File: config.mk
export PLATFORM = sky130hd
export DESIGN_NAME = regfile_wb_arbiter_flat
export DESIGN_NICKNAME = d
export VERILOG_FILES = /design/src/rtl/regfile_wb_arbiter_if.sv /design/src/rtl/regfile_wb_arbiter.sv /design/src/flat_wrapper.sv
export SDC_FILE = /design/constraint.sdc
export NUM_CORES = 1
export LEC_CHECK = 0
export BUFFER_PORTS_ARGS = -buffer_cell sky130_fd_sc_hd__buf_4
export CAP_MARGIN = 15
export CORE_MARGIN = 1.5
export CORE_UTILIZATION = 48
export CTS_CLUSTER_DIAMETER = 100
export DETAILED_ROUTE_END_ITERATION = 16
export PLACE_DENSITY = 0.86
export SLEW_MARGIN = 15
export SYNTH_ARGS = -nofsm -noshare
export SYNTH_HDL_FRONTEND = slang
export SYNTH_SLANG_ARGS = --single-unit
File: constraint.sdc
create_clock -name clk -period 5.7 [get_ports clk]
set_input_delay 1.14 -clock clk [delete_from_list [all_inputs] [get_ports clk]]
set_output_delay 1.14 -clock clk [all_outputs]
set_load 0.1 [all_outputs]
File: src/rtl/regfile_wb_arbiter_if.sv
// rtl/regfile_wb_arbiter_if.sv - WB / LU writer handshakes and register-file write port
interface regfile_wb_arbiter_if #(
    parameter int REG_ADDR_WIDTH = 5,
    parameter int REG_DATA_WIDTH = 64
);
    logic                      wb_valid;
    logic [REG_ADDR_WIDTH-1:0] wb_addr;
    logic [REG_DATA_WIDTH-1:0] wb_data;
    logic                      wb_stall;
    logic                      lu_valid;
    logic [REG_ADDR_WIDTH-1:0] lu_addr;
    logic [REG_DATA_WIDTH-1:0] lu_data;
    logic                      lu_ready;
    logic                      RegWrite;
    logic [REG_ADDR_WIDTH-1:0] write_reg_addr;
    logic [REG_DATA_WIDTH-1:0] write_reg_data;

    modport master (
        output wb_valid, wb_addr, wb_data,
        output lu_valid, lu_addr, lu_data,
        input  wb_stall, lu_ready,
        input  RegWrite, write_reg_addr, write_reg_data
    );

    modport slave (
        input  wb_valid, wb_addr, wb_data,
        input  lu_valid, lu_addr, lu_data,
        output wb_stall, lu_ready,
        output RegWrite, write_reg_addr, write_reg_data
    );
endinterface

File: src/rtl/regfile_wb_arbiter.sv
// rtl/regfile_wb_arbiter.sv - shares the register-file write port between WB and a long-latency unit
module regfile_wb_arbiter #(
    parameter int REG_ADDR_WIDTH = 5,
    parameter int REG_DATA_WIDTH = 64,
    parameter int STARVE_LIMIT   = 4
) (
    input  logic clk,
    input  logic reset,
    regfile_wb_arbiter_if.slave bus
);
    localparam int CW = $clog2(STARVE_LIMIT + 1);
    localparam logic [CW-1:0] LIMIT = CW'(STARVE_LIMIT);

    logic [CW-1:0] starve_cnt;
    logic          wbq;
    logic          luq;
    logic          lu_x0;
    logic          force_lu;
    logic          lu_grant;
    logic          wb_grant;

    always_comb begin
        wbq      = bus.wb_valid && (bus.wb_addr != '0);
        luq      = bus.lu_valid && (bus.lu_addr != '0);
        lu_x0    = bus.lu_valid && (bus.lu_addr == '0);
        // LU result is older than the WB one: same-address writes must land LU first
        force_lu = wbq && luq && ((bus.wb_addr == bus.lu_addr) || (starve_cnt == LIMIT));
        lu_grant = !reset && luq && (!wbq || force_lu);
        wb_grant = !reset && wbq && !lu_grant;
    end

    assign bus.lu_ready = !reset && (lu_grant || lu_x0);
    assign bus.wb_stall = !reset && wbq && lu_grant;

    always_ff @(posedge clk or posedge reset) begin
        if (reset) begin
            bus.RegWrite       <= 1'b0;
            bus.write_reg_addr <= '0;
            bus.write_reg_data <= '0;
            starve_cnt         <= '0;
        end else begin
            if (lu_grant) begin
                bus.RegWrite       <= 1'b1;
                bus.write_reg_addr <= bus.lu_addr;
                bus.write_reg_data <= bus.lu_data;
            end else if (wb_grant) begin
                bus.RegWrite       <= 1'b1;
                bus.write_reg_addr <= bus.wb_addr;
                bus.write_reg_data <= bus.wb_data;
            end else begin
                bus.RegWrite <= 1'b0;
            end

            if (!luq || lu_grant) begin
                starve_cnt <= '0;
            end else if (starve_cnt != LIMIT) begin
                starve_cnt <= starve_cnt + 1'b1;
            end
        end
    end
endmodule

File: src/flat_wrapper.sv
// flat-port wrapper written by rule: the top's interface ports become plain ports
module regfile_wb_arbiter_flat 
#(
    parameter int REG_ADDR_WIDTH = 5,
    parameter int REG_DATA_WIDTH = 64,
    parameter int STARVE_LIMIT   = 4
)
  (clk, reset, bus_wb_valid, bus_wb_addr, bus_wb_data, bus_lu_valid, bus_lu_addr, bus_lu_data, bus_wb_stall, bus_lu_ready, bus_RegWrite, bus_write_reg_addr, bus_write_reg_data);
  regfile_wb_arbiter_if #(.REG_ADDR_WIDTH(REG_ADDR_WIDTH), .REG_DATA_WIDTH(REG_DATA_WIDTH)) bus_i ();
  input  logic clk;
  input  logic reset;
  input wire logic [$bits(bus_i.wb_valid)-1:0] bus_wb_valid;
  input wire logic [$bits(bus_i.wb_addr)-1:0] bus_wb_addr;
  input wire logic [$bits(bus_i.wb_data)-1:0] bus_wb_data;
  input wire logic [$bits(bus_i.lu_valid)-1:0] bus_lu_valid;
  input wire logic [$bits(bus_i.lu_addr)-1:0] bus_lu_addr;
  input wire logic [$bits(bus_i.lu_data)-1:0] bus_lu_data;
  output wire logic [$bits(bus_i.wb_stall)-1:0] bus_wb_stall;
  output wire logic [$bits(bus_i.lu_ready)-1:0] bus_lu_ready;
  output wire logic [$bits(bus_i.RegWrite)-1:0] bus_RegWrite;
  output wire logic [$bits(bus_i.write_reg_addr)-1:0] bus_write_reg_addr;
  output wire logic [$bits(bus_i.write_reg_data)-1:0] bus_write_reg_data;
  assign bus_i.wb_valid = bus_wb_valid;
  assign bus_i.wb_addr = bus_wb_addr;
  assign bus_i.wb_data = bus_wb_data;
  assign bus_i.lu_valid = bus_lu_valid;
  assign bus_i.lu_addr = bus_lu_addr;
  assign bus_i.lu_data = bus_lu_data;
  assign bus_wb_stall = bus_i.wb_stall;
  assign bus_lu_ready = bus_i.lu_ready;
  assign bus_RegWrite = bus_i.RegWrite;
  assign bus_write_reg_addr = bus_i.write_reg_addr;
  assign bus_write_reg_data = bus_i.write_reg_data;
  regfile_wb_arbiter #(.REG_ADDR_WIDTH(REG_ADDR_WIDTH), .REG_DATA_WIDTH(REG_DATA_WIDTH), .STARVE_LIMIT(STARVE_LIMIT)) u_core (.clk(clk), .reset(reset), .bus(bus_i));
endmodule
### Word level (Yosys, flattened, before mapping)

Cells that the tools add are included.
W data, S select, Z words.

| word-level totals | value |
|---|---|
| register bits | 73 |
| bits of input ports | 142 |
| output and inout bits | 72 |
| logic and storage cells | 40 |

| operators by class | value |
|---|---|
| reductions and logical operators | 24 |
| muxes and demuxes | 8 |
| add/subtract/negate cells | 1 |
| equality and inequality tests | 3 |

Operators by type and width:

| operator | number |
|---|---|
| $mux W64 | 2 |
| $logic_and A1 B1 Y1 | 11 |
| $mux W5 | 2 |
| $reduce_bool A5 Y1 | 2 |
| $mux W3 | 2 |
| $eq A5 B5 Y1 | 1 |
| $logic_not A5 Y1 | 1 |
| $logic_not A1 Y1 | 4 |
| $logic_or A1 B1 Y1 | 4 |
| $reduce_bool A2 Y1 | 2 |
| $add A3 B1 Y3 const B | 1 |
| $eq A3 B3 Y1 const B | 1 |
| $ne A3 B3 Y1 const B | 1 |
| $mux W1 | 2 |

### Logic depth before layout (Yosys ltp)

| depth | value |
|---|---|
| word-level depth | 10 |
| depth in mapped cells | 9 |
| gate-level depth less buffers | 7 |

### Least setup slack after synthesis

No wires, ideal clock.

| path | value |
|---|---|
| kind | input -> output |
| start point | input port bus_wb_addr[0] |
| end point | output port bus_wb_stall |
| arrival time | 4.018 ns |
| stages on the path | 4 |
| path buffers | 0 |
| path slack | 0.542 ns |
| data required time | 4.560 ns |
| cells stage by stage | or4_4 -> o211ai_2 -> a21oi_1 -> nor3_1 |

| on the way | value |
|---|---|
| word-level cells in the longest chain between the ends | 7 |
| elaborated cells on any way between the ends | 11 |
| those cells by class | 1 x eq/ne; 10 x reduce/logical |

RTL lines:

| element | RTL line | source |
|---|---|---|
| from (decl) | flat_wrapper.sv:13 | `input wire logic [$bits(bus_i.wb_addr)-1:0] bus_wb_addr;` |
| $reduce_bool A5 Y1 | regfile_wb_arbiter.sv:23 | `wbq = bus.wb_valid && (bus.wb_addr != '0);` |
| $logic_and A1 B1 Y1 | regfile_wb_arbiter.sv:23 |  |
| $logic_and A1 B1 Y1 (2 in a row) | regfile_wb_arbiter.sv:27 | `force_lu = wbq && luq && ((bus.wb_addr == bus.lu_addr) \|\| (starve_cnt == LIMIT));` |
| $logic_or A1 B1 Y1 | regfile_wb_arbiter.sv:28 | `lu_grant = !reset && luq && (!wbq \|\| force_lu);` |
| $logic_and A1 B1 Y1 | regfile_wb_arbiter.sv:28 |  |
| $logic_and A1 B1 Y1 * | regfile_wb_arbiter.sv:33 | `assign bus.wb_stall = !reset && wbq && lu_grant;` |
| to (decl) | flat_wrapper.sv:18 | `output wire logic [$bits(bus_i.wb_stall)-1:0] bus_wb_stall;` |

Mark *: on every way between the ends. The rest lies on a longest branch, timed or not.

### Final worst setup path

Same ends and word-level chain as after synthesis.

==> impl_metrics.toml <==
[cts]
post_cts_buffers = 0
cts_tree = "yes"
clk_pin_slew_ns = 0.07
cts_resized = 0
clock_path_buffers = 2
clock_latency_ns = 0.34
clock_sinks = 73
htreeDepth = 3
cts_buffers = 9
clockRootBuffer = "clkbuf_8"
postCtsHoldBufs = 0

[logic_synthesis]
synthMuxAreaShare_pct = 40.1
yosys.area_share.xor_xnor_pct = 1.41
synth_compound_area_share_pct = 2.68
synth_area_um2 = 3730
synth_area_leaders = "dfrtp_1 (49%), mux2_2 (34%), mux2_1 (5.7%), buf_2 (1.2%), buf_6 (1.2%)"
ys_warn_count = 0
syn-num-nets = 410
synth_seq_cells = 73
synth_area_per_cell_um2 = 14.0
ys_seq_area_share_pct = 49.0
synthSimpleGateAreaFrac_pct = 2.99
synth_cells = 266
ys_types = 30
synth_top_area_share_pct = 49.0
synth_top_cell_by_area = "dfrtp_1"
synthAdderAreaFrac_pct = 0.671
synth_top_family_by_area = "multiplexers"

[setup_path]
endpoint_kind = "output pin"
critical-path-max-stage-delay_ns = 0.58
cp_common_cell = "buf_4"
critical_path_class = "input port to output pin"
crit_chain = "buf_4, or4_4, or2_1, nand2_2, nor3_1, buf_4"
r2r_cells = 8
r2r_start = "u_core.starve_cnt[0]"
start_kind = "input port"
rrSetupSlack_ns = 3.52
arrival_ns = 3.02
cp_max_fo = 31
cp_data_required_time_ns = 4.56
cpMaxStageDelayCell = "nand2_2"
r2r-end = "u_core.bus.write_reg_data[33]"
crit_buf_inv = 2
path_delay_family = "simple AND/OR/NAND/NOR gates"

[hold_path]
hold_path_end = "u_core.starve_cnt[1]"
hold_path_startpoint = "u_core.starve_cnt[1]"
hold_class = "flip-flop to flip-flop"
hold_path_depth = 2

[global_routing]
grt_pass1_wl_um = 15200
overflow = 0
grt_usage_pct = 23.5
grt_max_degree = 74
grt_pass1_vias = 3276
antenna_found_initial = 0

[place]
hpwl_um = 7310
gp_congestion = 0.857
dp_slack_ns = 1.54
portBuffers = 213
placed_cell_area_um2 = 5380
dp_cells = 567

[sta]
worst_clock_skew_ns = 0.0110
hold_viol_final = 0
tightest_slew_ns = 0.925
layout_setup_ws_ns = 1.54
finalCriticalPeriod_ns = 4.16
max_slew_margin_pct = 38.3
setup-violations-final = 0
setup_tns_ns = 0
grt_setup_unrepaired = "no"
fmax_mhz = 240
slew_violations = 0
worst_hold_slack_ns = 0.572
min_period_over_period_pct = 73.0

[flow_run]
cap_violations = 0

[drt]
wl_met1_um = 3390
drt-initial-drc-count = 68
maxUsedRoutingLayer = "met4"
drc = 0
routedWlPerCell_um = 16.4
drt_pass1_iterations = 4
wl_met3_um = 794
met2_length_um = 5110
routed_wl_um = 9540
vias = 2971
ant_nets = 0
via_per_inst = 5.10

[floorplan]
initial_core_util_pct = 50.6
core_um2 = 7370
ios = 214
die_area_um2 = 8310
row_count = 31
chipWidth_um = 91.1
die_h_um = 91.1

[power]
power_mw = 2.14
powerDensity_nw_per_um2 = 387
p_leak_nw = 2.65
max-vdd-ir-drop_mv = 0.249

[outcome]
run_status = "finished clean"

[final_layout]
diodes = 0
final_core_util_pct = 75.2
finalInstanceArea_um2 = 5540
fillers = 528
area_delta_synth_final_pct = 48.7
layout.cells.non_filler = 582
fin_nets = 623
final_layout_size_suffix_gt1_share_pct = 72.5
cell usage in the layout (no fill, tap or decap), drive strengths merged:
cell type,n
a22oi,1
inv,4
a22o,4
xnor2,1
nand2,6
nor2b,1
xor2,5
o21bai,1
and3,1
a21oi,3
o21ai,2
o41ai,1
or2,1
dfrtp,73
o211ai,1
nand3,1
ha,2
buf,217
mux2,132
nor3,4
clkinv,4
mux2i,1
clkbuf,11
or4,2
nor2,4
synth_stat cells, drive strengths merged:
library cell and number:
mux2 132, dfrtp 73, buf 14, nand2 6, xor2 5, a22o 4
inv 4, nor2 4, nor3 4, a21oi 3, ha 2, o21ai 2
or4 2, a22oi 1, and3 1, clkbuf 1, mux2i 1, nand3 1
nor2b 1, o211ai 1, o21bai 1, o41ai 1, or2 1, xnor2 1
layer usage:
layer | global-route usage, % | vias up
met5 | 0 | -
met4 | 10.2 | 0
li1 | - | 1383
met3 | 7.54 | 23
met1 | 24.5 | 1429
met2 | 42.9 | 136
kinds of logic (layout without fill, tap and decap cells):
group | count (synthesis) | in the layout
AOI/OAI and AO/OA | 13 | 13
and+or+nand+nor | 20 | 20
muxes | 133 | 133
adders and majority gates | 2 | 2
buffers and inverters | 19 | 236
xor gates and xnor gates | 6 | 6
DFF | 73 | 73
state kept, by name (all words and copies together) (netlist names):
signal                     cells
u_core.bus.RegWrite            1
u_core.bus.write_reg_addr      5
u_core.bus.write_reg_data     64
u_core.starve_cnt              3
worst max path at each step:
stage	startpoint	end	slack, ns	cells after the start
6_report	bus_wb_addr[0]	bus_wb_stall	1.54	6
5_1_grt	reset	bus_wb_stall	1.34	5
4_1_cts	bus_wb_addr[0]	bus_wb_stall	1.53	6
3_5_place_dp	bus_wb_addr[0]	bus_wb_stall	1.54	6
3_3_place_gp	bus_wb_addr[0]	bus_wb_stall	1.57	6
2_1_floorplan	bus_wb_addr[0]	bus_wb_stall	0.54	4
where the power goes:
part / switching [mW] / internal [mW] / leakage [nW]
clock network: 0.178 / 0.165 / 0.0887
registers: 0.0478 / 0.610 / 0.862
logic: 0.828 / 0.317 / 1.70
total: 1.05 / 1.09 / 2.65
area by class of cell:
class | instances | area, um^2 | area share (%)
well taps | 99 | 124 | 2.23
clock buffers | 11 | 141 | 2.55
clock inverters | 4 | 20.0 | 0.361
flip-flops and latches | 73 | 1830 | 32.9
inverters | 4 | 15.0 | 0.271
multi-input cells | 174 | 1790 | 32.2
repair buffers | 217 | 1630 | 29.4
tightest hold or removal path: cells and delay by family (launching register included):
kind,cells,cell delay [ns]
compound gates,1,0.06
flops,1,0.40
simple gates,1,0.08
(Power assumes the default switching activity.)
